## config.mk

```make
export PLATFORM = sky130hd
export DESIGN_NAME = icache_flat
export DESIGN_NICKNAME = d
export VERILOG_FILES = /design/src/rtl/icache_pkg.sv /design/src/rtl/icache_if.sv /design/src/rtl/icache_array.sv /design/src/rtl/icache.sv /design/src/flat_wrapper.sv
export SDC_FILE = /design/constraint.sdc
export NUM_CORES = 2
export LEC_CHECK = 0
export BUFFER_PORTS_ARGS = -buffer_cell sky130_fd_sc_hd__buf_2
export CAP_MARGIN = 5
export CELL_PAD_IN_SITES_DETAIL_PLACEMENT = 2
export CELL_PAD_IN_SITES_GLOBAL_PLACEMENT = 2
export CORE_MARGIN = 8
export CORE_UTILIZATION = 40
export CTS_CLUSTER_SIZE = 10
export DETAILED_ROUTE_END_ITERATION = 6
export PLACE_DENSITY_LB_ADDON = 0.1
export SLEW_MARGIN = 30
export SYNTH_ARGS = -nofsm -noshare
export SYNTH_HDL_FRONTEND = slang
export SYNTH_SLANG_ARGS = --single-unit
```

## constraint.sdc

```tcl
create_clock -name clk -period 3.9 [get_ports clk]
set_clock_uncertainty 0.15 [all_clocks]
set_input_delay 0.39 -clock clk [delete_from_list [all_inputs] [get_ports clk]]
set_output_delay 0.39 -clock clk [all_outputs]
set_load 0.1 [all_outputs]
```

## src/rtl/icache_pkg.sv

```systemverilog
// icache_pkg: shared widths, FSM state encoding and address-split helpers
// for the direct-mapped instruction cache.
package icache_pkg;

  localparam int ADDR_W = 32;
  localparam int WORD_W = 32;

  typedef enum logic [1:0] {
    IDLE    = 2'd0,
    HIT_ACK = 2'd1,
    REFILL  = 2'd2
  } state_e;

  // Number of word-offset bits inside a line.
  function automatic int off_bits(input int words_per_line);
    return $clog2(words_per_line);
  endfunction

  // Number of line-index bits.
  function automatic int idx_bits(input int lines);
    return $clog2(lines);
  endfunction

  // Tag bits: everything above byte, offset and index fields.
  function automatic int tag_bits(input int lines, input int words_per_line);
    return ADDR_W - 2 - off_bits(words_per_line) - idx_bits(lines);
  endfunction

endpackage

```

## src/rtl/icache_if.sv

```systemverilog
// icache_if: fetch-side and memory-side req/ack bundles used by the cache.
// The cache is the slave of icache_fe_if and the master of icache_mem_if.
interface icache_fe_if;
  import icache_pkg::*;

  logic              fe_req;
  logic [ADDR_W-1:0] fe_addr;
  logic              fe_ack;
  logic [WORD_W-1:0] fe_data;

  modport master (output fe_req, output fe_addr, input  fe_ack, input  fe_data);
  modport slave  (input  fe_req, input  fe_addr, output fe_ack, output fe_data);
endinterface

interface icache_mem_if;
  import icache_pkg::*;

  logic              mem_req;
  logic [ADDR_W-1:0] mem_addr;
  logic              mem_ack;
  logic [WORD_W-1:0] mem_data;

  modport master (output mem_req, output mem_addr, input  mem_ack, input  mem_data);
  modport slave  (input  mem_req, input  mem_addr, output mem_ack, output mem_data);
endinterface

```

## src/rtl/icache_array.sv

```systemverilog
// icache_array: tag, valid and data storage for the direct-mapped cache.
// Lookup is purely combinational; one data word can be written per cycle,
// and a tag install optionally marks the line valid. Only valid bits reset.
module icache_array
  import icache_pkg::*;
#(
  parameter int LINES          = 16,
  parameter int WORDS_PER_LINE = 4
) (
  input  logic                                        clk,
  input  logic                                        reset_n,
  // lookup
  input  logic [idx_bits(LINES)-1:0]                  lk_idx_i,
  input  logic [off_bits(WORDS_PER_LINE)-1:0]         lk_off_i,
  input  logic [tag_bits(LINES, WORDS_PER_LINE)-1:0]  lk_tag_i,
  output logic                                        lk_hit_o,
  output logic [WORD_W-1:0]                           lk_data_o,
  // refill word write
  input  logic                                        wr_en_i,
  input  logic [idx_bits(LINES)-1:0]                  wr_idx_i,
  input  logic [off_bits(WORDS_PER_LINE)-1:0]         wr_off_i,
  input  logic [WORD_W-1:0]                           wr_data_i,
  // tag install at end of refill
  input  logic                                        inst_en_i,
  input  logic [tag_bits(LINES, WORDS_PER_LINE)-1:0]  inst_tag_i,
  input  logic                                        inst_valid_i,
  // invalidate every line
  input  logic                                        clr_i
);

  localparam int IB = idx_bits(LINES);
  localparam int OB = off_bits(WORDS_PER_LINE);
  localparam int TB = tag_bits(LINES, WORDS_PER_LINE);

  logic [LINES-1:0] valid_q;
  logic [TB-1:0]    tag_q  [LINES];
  logic [WORD_W-1:0] data_q [LINES][WORDS_PER_LINE];

  assign lk_hit_o  = valid_q[lk_idx_i] && (tag_q[lk_idx_i] == lk_tag_i);
  assign lk_data_o = data_q[lk_idx_i][lk_off_i];

  // Valid bits: invalidate-all wins over a same-cycle install.
  always_ff @(posedge clk or negedge reset_n) begin
    if (!reset_n) begin
      valid_q <= '0;
    end else if (clr_i) begin
      valid_q <= '0;
    end else if (inst_en_i) begin
      valid_q[wr_idx_i] <= inst_valid_i;
    end
  end

  // Tag storage, written once per completed refill.
  always_ff @(posedge clk) begin
    if (inst_en_i) begin
      tag_q[wr_idx_i] <= inst_tag_i;
    end
  end

  // Data storage, one refill word per memory ack.
  always_ff @(posedge clk) begin
    if (wr_en_i) begin
      data_q[wr_idx_i][wr_off_i] <= wr_data_i;
    end
  end

endmodule

```

## src/rtl/icache.sv

```systemverilog
// icache: direct-mapped read-only instruction cache. Responds to the fetch
// stage on fe (req/ack) and refills whole lines word by word over mem.
// Optional macro ICACHE_FENCEI_EN adds a flush input (fence.i) that
// invalidates every line.
module icache
  import icache_pkg::*;
#(
  parameter int LINES          = 16,
  parameter int WORDS_PER_LINE = 4
) (
  input  logic         clk,
  input  logic         reset_n,
`ifdef ICACHE_FENCEI_EN
  input  logic         flush,
`endif
  icache_fe_if.slave   fe,
  icache_mem_if.master mem
);

  localparam int OB = off_bits(WORDS_PER_LINE);
  localparam int IB = idx_bits(LINES);
  localparam int TB = tag_bits(LINES, WORDS_PER_LINE);
  localparam logic [OB-1:0] LAST_WORD = OB'(WORDS_PER_LINE - 1);

  state_e            state_q, state_d;
  logic              fe_ack_q, fe_ack_d;
  logic [WORD_W-1:0] fe_data_q, fe_data_d;
  logic              mem_req_q, mem_req_d;
  logic [ADDR_W-1:0] mem_addr_q, mem_addr_d;
  logic [OB-1:0]     cnt_q, cnt_d;

  logic [OB-1:0]     lk_off;
  logic [IB-1:0]     lk_idx;
  logic [TB-1:0]     lk_tag;
  logic              lk_hit;
  logic [WORD_W-1:0] lk_data;

  logic [IB-1:0]     rf_idx;
  logic [TB-1:0]     rf_tag;
  logic              wr_en;
  logic              inst_en;
  logic              inst_valid;

  logic              flush_now;
  logic              block_valid;
  logic              unused_addr_bits;

  // Fetch address split; byte bits are ignored.
  assign lk_off = fe.fe_addr[OB+1:2];
  assign lk_idx = fe.fe_addr[OB+IB+1:OB+2];
  assign lk_tag = fe.fe_addr[ADDR_W-1:OB+IB+2];
  assign unused_addr_bits = ^fe.fe_addr[1:0];

  // mem_addr_q only walks the offset field during a refill, so its upper
  // bits name the line being filled.
  assign rf_idx = mem_addr_q[OB+IB+1:OB+2];
  assign rf_tag = mem_addr_q[ADDR_W-1:OB+IB+2];

`ifdef ICACHE_FENCEI_EN
  logic fpend_q, fpend_d;

  assign flush_now   = flush;
  assign block_valid = fpend_q | flush;

  // A flush seen while refilling keeps that line from being marked valid.
  always_comb begin
    fpend_d = (state_q == REFILL) && (fpend_q || flush);
  end

  // Flush-pending flag register.
  always_ff @(posedge clk or negedge reset_n) begin
    if (!reset_n) fpend_q <= 1'b0;
    else          fpend_q <= fpend_d;
  end
`else
  assign flush_now   = 1'b0;
  assign block_valid = 1'b0;
`endif

  icache_array #(
    .LINES          (LINES),
    .WORDS_PER_LINE (WORDS_PER_LINE)
  ) u_array (
    .clk          (clk),
    .reset_n      (reset_n),
    .lk_idx_i     (lk_idx),
    .lk_off_i     (lk_off),
    .lk_tag_i     (lk_tag),
    .lk_hit_o     (lk_hit),
    .lk_data_o    (lk_data),
    .wr_en_i      (wr_en),
    .wr_idx_i     (rf_idx),
    .wr_off_i     (cnt_q),
    .wr_data_i    (mem.mem_data),
    .inst_en_i    (inst_en),
    .inst_tag_i   (rf_tag),
    .inst_valid_i (inst_valid),
    .clr_i        (flush_now)
  );

  // Next-state and output logic: lookup in IDLE, one-cycle ack, line refill.
  always_comb begin
    state_d    = state_q;
    fe_ack_d   = 1'b0;
    fe_data_d  = fe_data_q;
    mem_req_d  = mem_req_q;
    mem_addr_d = mem_addr_q;
    cnt_d      = cnt_q;
    wr_en      = 1'b0;
    inst_en    = 1'b0;
    inst_valid = 1'b0;

    case (state_q)
      IDLE: begin
        if (fe.fe_req) begin
          if (lk_hit && !flush_now) begin
            state_d   = HIT_ACK;
            fe_ack_d  = 1'b1;
            fe_data_d = lk_data;
          end else begin
            state_d    = REFILL;
            mem_req_d  = 1'b1;
            mem_addr_d = {fe.fe_addr[ADDR_W-1:OB+2], {(OB+2){1'b0}}};
            cnt_d      = '0;
          end
        end
      end
      HIT_ACK: begin
        state_d = IDLE;
      end
      REFILL: begin
        if (mem.mem_ack) begin
          wr_en = 1'b1;
          if (cnt_q == LAST_WORD) begin
            inst_en    = 1'b1;
            inst_valid = !block_valid;
            mem_req_d  = 1'b0;
            state_d    = IDLE;
          end else begin
            cnt_d      = cnt_q + OB'(1);
            mem_addr_d = mem_addr_q + 32'd4;
          end
        end
      end
      default: begin
        state_d = IDLE;
      end
    endcase
  end

  // Control and output registers.
  always_ff @(posedge clk or negedge reset_n) begin
    if (!reset_n) begin
      state_q    <= IDLE;
      fe_ack_q   <= 1'b0;
      fe_data_q  <= '0;
      mem_req_q  <= 1'b0;
      mem_addr_q <= '0;
      cnt_q      <= '0;
    end else begin
      state_q    <= state_d;
      fe_ack_q   <= fe_ack_d;
      fe_data_q  <= fe_data_d;
      mem_req_q  <= mem_req_d;
      mem_addr_q <= mem_addr_d;
      cnt_q      <= cnt_d;
    end
  end

  assign fe.fe_ack    = fe_ack_q;
  assign fe.fe_data   = fe_data_q;
  assign mem.mem_req  = mem_req_q;
  assign mem.mem_addr = mem_addr_q;

endmodule

```

## src/flat_wrapper.sv

```systemverilog
// flat-port wrapper written by rule: the top's interface ports become plain ports
module icache_flat import icache_pkg::*;
#(
  parameter int LINES          = 16,
  parameter int WORDS_PER_LINE = 4
)
  (clk, reset_n, fe_fe_req, fe_fe_addr, fe_fe_ack, fe_fe_data, mem_mem_req, mem_mem_addr, mem_mem_ack, mem_mem_data);
  icache_fe_if fe_i ();
  icache_mem_if mem_i ();
  input  logic clk;
  input  logic reset_n;
  input wire logic [$bits(fe_i.fe_req)-1:0] fe_fe_req;
  input wire logic [$bits(fe_i.fe_addr)-1:0] fe_fe_addr;
  output wire logic [$bits(fe_i.fe_ack)-1:0] fe_fe_ack;
  output wire logic [$bits(fe_i.fe_data)-1:0] fe_fe_data;
  output wire logic [$bits(mem_i.mem_req)-1:0] mem_mem_req;
  output wire logic [$bits(mem_i.mem_addr)-1:0] mem_mem_addr;
  input wire logic [$bits(mem_i.mem_ack)-1:0] mem_mem_ack;
  input wire logic [$bits(mem_i.mem_data)-1:0] mem_mem_data;
  assign fe_i.fe_req = fe_fe_req;
  assign fe_i.fe_addr = fe_fe_addr;
  assign fe_fe_ack = fe_i.fe_ack;
  assign fe_fe_data = fe_i.fe_data;
  assign mem_mem_req = mem_i.mem_req;
  assign mem_mem_addr = mem_i.mem_addr;
  assign mem_i.mem_ack = mem_mem_ack;
  assign mem_i.mem_data = mem_mem_data;
  icache #(.LINES(LINES), .WORDS_PER_LINE(WORDS_PER_LINE)) u_core (.clk(clk), .reset_n(reset_n), .fe(fe_i), .mem(mem_i));
endmodule
```

==> results.md <==
- Initial antenna violation count: 25
- Initial Util: between 40% and 50%
- Num CTS Buffers: 309
- Syn Inst Count: 4123
- IO buf count: 129
- Max Cap Viol: 0
- Final Worst Setup Slack: 0.0881 ns
- Post-synth EDFFs: between 2000 and 2500
- Pre-CTS WS: -0.318 ns
- Number of global-route vias before repair: 50700
- Area share of the largest cell type after synthesis: about three quarters
- Fin nets: 4766
- Count leader, synth: edfxtp_1
- Routed met2 length: 146000 um
- Hold Path Class: input port to register
- TritonRoute pass-1 iters: 5
- Die Area: between 200000 and 300000 um2
- Routed len/inst: 37.0 um
- Worst vdd ir: 0.000351 V
- GRT Total Usage: a little under a quarter
- Cells after DPL: 7516
- Slowest cell on crit path: dlygate4sd3_1
- Hold path cells: 5
- Hold Path End: u_core.mem.mem_addr[7]
- CTS clk-pin slew, worst paths: 0.05 ns
- Initial DRC Count: 4851
- Reg2reg end: u_core.state_q[0]
- Top delay family on crit path: multiplexers
- Arr. time, crit path: 4.45 ns
- Num rows: around 180
- DP HPWL: 171000 um
- WP data required: 4.54 ns
- DRT antenna net count: 0
- Total number of vias: 47500
- Worst Tran Pin Value: 0.944 ns
- Critical path's most frequent cell: buf_12
- Worst hold margin: 0.195 ns
- Minimum clock period: between 3 and 4 ns
- Hold_sp: fe_fe_addr[7]
- Peak fanout along the critical path: 12
- Fin. max-slew vios: 0
- Core area: ~240000 um2
- Ranking of synthesized cells by area: edfxtp_1, mux4_2, dfrtp_1
- Area delta synth->final: 17.1%
- Via/cell ratio: 5.92
- Htree depth: 5
- FF-to-FF Start: u_core.u_array.tag_q[8][8]
- Total power: ~0.064 W
- Die height: approximately 500 um
- Unrepaired setup endpoints after global routing: no
- Sequential-to-total area share from yosys stat: a little under 80%
- Leakage: 36.2 nW
- Global route overflow: 0
- Period utilization: 97.7%
- Final hold viol count: 0
- Clock Path Buffers: 4
- Worst skew pair latency: 0.91 ns
- Largest net degree at the start of global routing: 122
- Routed wire length: between 200000 and 300000 um
- Buffers & Inverters on Critical Path: 6
- Fmax: approximately 260 MHz
- Crit start category: input port
- FFs w/ async S/R, synth: 3.34%
- I/O pin count: approximately 130
- Post-Syn Area per Cell: between 20 and 25 um2
- WS Path Type: input port to register
- Layout cell share with drive strength beyond 1: roughly a third
- Slowest stage delay, CP: 0.58 ns
- #FFs+latches synth: approximately 2500
- Final GP Congestion: between 0.7 and 0.8
- Met3 wire length: 14400 um
- Die Width: 509 um
- CTS sink cnt: 2516
- Dominant synthesized flop cell: edfxtp_1
- Cell variety after synth: 76
- Power Dens Cells: 562 nW/um2
- First-pass GRT wire length: ~400000 um
- Synth warn: 0
- Root buffer cell: clkbuf_16
- Crit-path cells: dlygate4sd3_1 -> buf_12 -> buf_4 -> buf_12 -> mux2i_1 -> mux4_2 -> mux2i_1 -> xnor2_1 -> o2111ai_1 -> nor3_1 -> nand3_1 -> nor2_4 -> buf_12 -> buf_12 -> mux2_2
- DRT met1 WL: 130000 um
- CTS tree: done
- Most common library cells after synthesis: edfxtp_1, mux4_2, clkbuf_1
- Top sig layer: met5
- DRC viols: 0
- Slew HR: a little under two fifths
- Cell area after synthesis: a little under 100000 um2
- Status: completed
- Crit end category: register
- Final Util: 47.0%
- Yosys top cell by area: edfxtp_1
- Final setup viols: 0
- Reg2reg path depth: 10
- R2R setup slack: 0.13 ns
- Fin cells: 8030
-- cells by family after synthesis --
| logic type | after synthesis | share of synthesized area [%] |
|---|---|---|
| buffers and inverters | 231 | 1.09 |
| muxes | 863 | 18.6 |
| AOI/OAI and AO/OA | 156 | 1.10 |
| DFF | 2516 | 77.3 |
| xor gates and xnor gates | 22 | 0.198 |
| other | 1 | 0.00386 |
| adders and majority gates | 5 | 0.0644 |
| and+or+nand+nor | 329 | 1.65 |
-- registers in the layout, indices dropped and copies added (netlist names) --
name / cells
u_core.mem.mem_req: 1
u_core.fe.fe_ack: 1
u_core.state_q: 2
u_core.cnt_q: 2
u_core.u_array.tag_q: 384
u_core.mem.mem_addr: 30
u_core.u_array.data_q: 2048
u_core.fe.fe_data: 32
u_core.u_array.valid_q: 16
-- metrics by stage --
| stage | TNS (ns) | instance area (um2) |
|---|---|---|
| global route | 0 | 114000 |
| global placement | -13.70 | 104000 |
| floorplan | 0 | 97200 |
| detailed placement | -12.04 | 105000 |
| CTS | 0 | 113000 |
| finish | 0 | 114000 |
-- cells in the final DEF, fill, tap and decap left out, types with 11 or more instances in the layout --
cell type	synthesis	layout
clkbuf_16	0	316
buf_2	39	96
edfxtp_1	2432	2432
nand3_1	33	29
dlygate4sd3_1	0	64
xnor2_1	18	17
clkinv_1	0	13
nor3_1	11	11
buf_12	1	76
mux4_2	751	751
and3_1	18	18
nor2_4	0	81
diode_2	0	13
mux2i_1	69	68
a21oi_1	37	37
or2_2	19	19
o22ai_1	17	17
nor2_1	108	27
buf_4	9	231
inv_1	14	14
dfrtp_1	84	84
clkbuf_1	115	92
nand4_1	11	11
o21ai_0	26	26
nand2_1	72	72
mux2_2	43	43
-- worst reg2reg max path, stage by stage, from the launching register on --
cell	delay, ns
edfxtp_1	0.37
mux4_2	0.51
xnor2_1	0.15
nor3_1	0.11
or4_4	0.57
nor4_4	0.30
buf_4	0.15
nand4_1	0.11
or4_1	0.56
dlygate4sd3_1	0.58
nor2_1	0.11
-- metal layers --
layer	global-route usage, %	vias up
met5	0	-
met4	5.00	2
met3	3.04	408
met2	37.4	1469
met1	32.6	26800
li1	-	18800
-- where the power goes --
group          switching (W)  internal, W  leakage (nW)
combinational        0.00506      0.00208          9.16
clock                 0.0104       0.0147          4.08
sequential          0.000684       0.0311          22.9
total                 0.0162       0.0479          36.2
-- timing repair --
action                                 CTS  global route
setup endpoints to repair                0            32
hold buffers                            45            20
endpoints found under the hold margin  712          1280
resized for setup                        0            10
setup buffers                            0             2
-- how the worst max path moves through the flow --
stage / from / endpoint / slack [ns] / depth (start not counted)
finish: fe_fe_addr[6] / u_core.fe.fe_data[8] / 0.09 / 15
global route: u_core.u_array.tag_q[8][8] / u_core.state_q[0] / 0.0004 / 10
CTS: fe_fe_addr[6] / u_core.state_q[0] / 0.004 / 13
detailed placement: fe_fe_addr[4] / u_core.fe.fe_data[28] / -0.32 / 14
global placement: fe_fe_addr[4] / u_core.fe.fe_data[8] / -0.34 / 14
floorplan: fe_fe_addr[4] / u_core.fe.fe_data[10] / 0.08 / 9
-- layout make-up --
cell class              instances  area (um2)
inverters                      15        56.3
clock inverters                21         124
multi-input cells            1377       21700
clock buffers                 412        8310
well taps                    3202        4010
diodes                         13        32.5
repair buffers                474        4500
fillers                     21000      129000
flip-flops and latches       2516       75100
(Power assumes the default switching activity.)
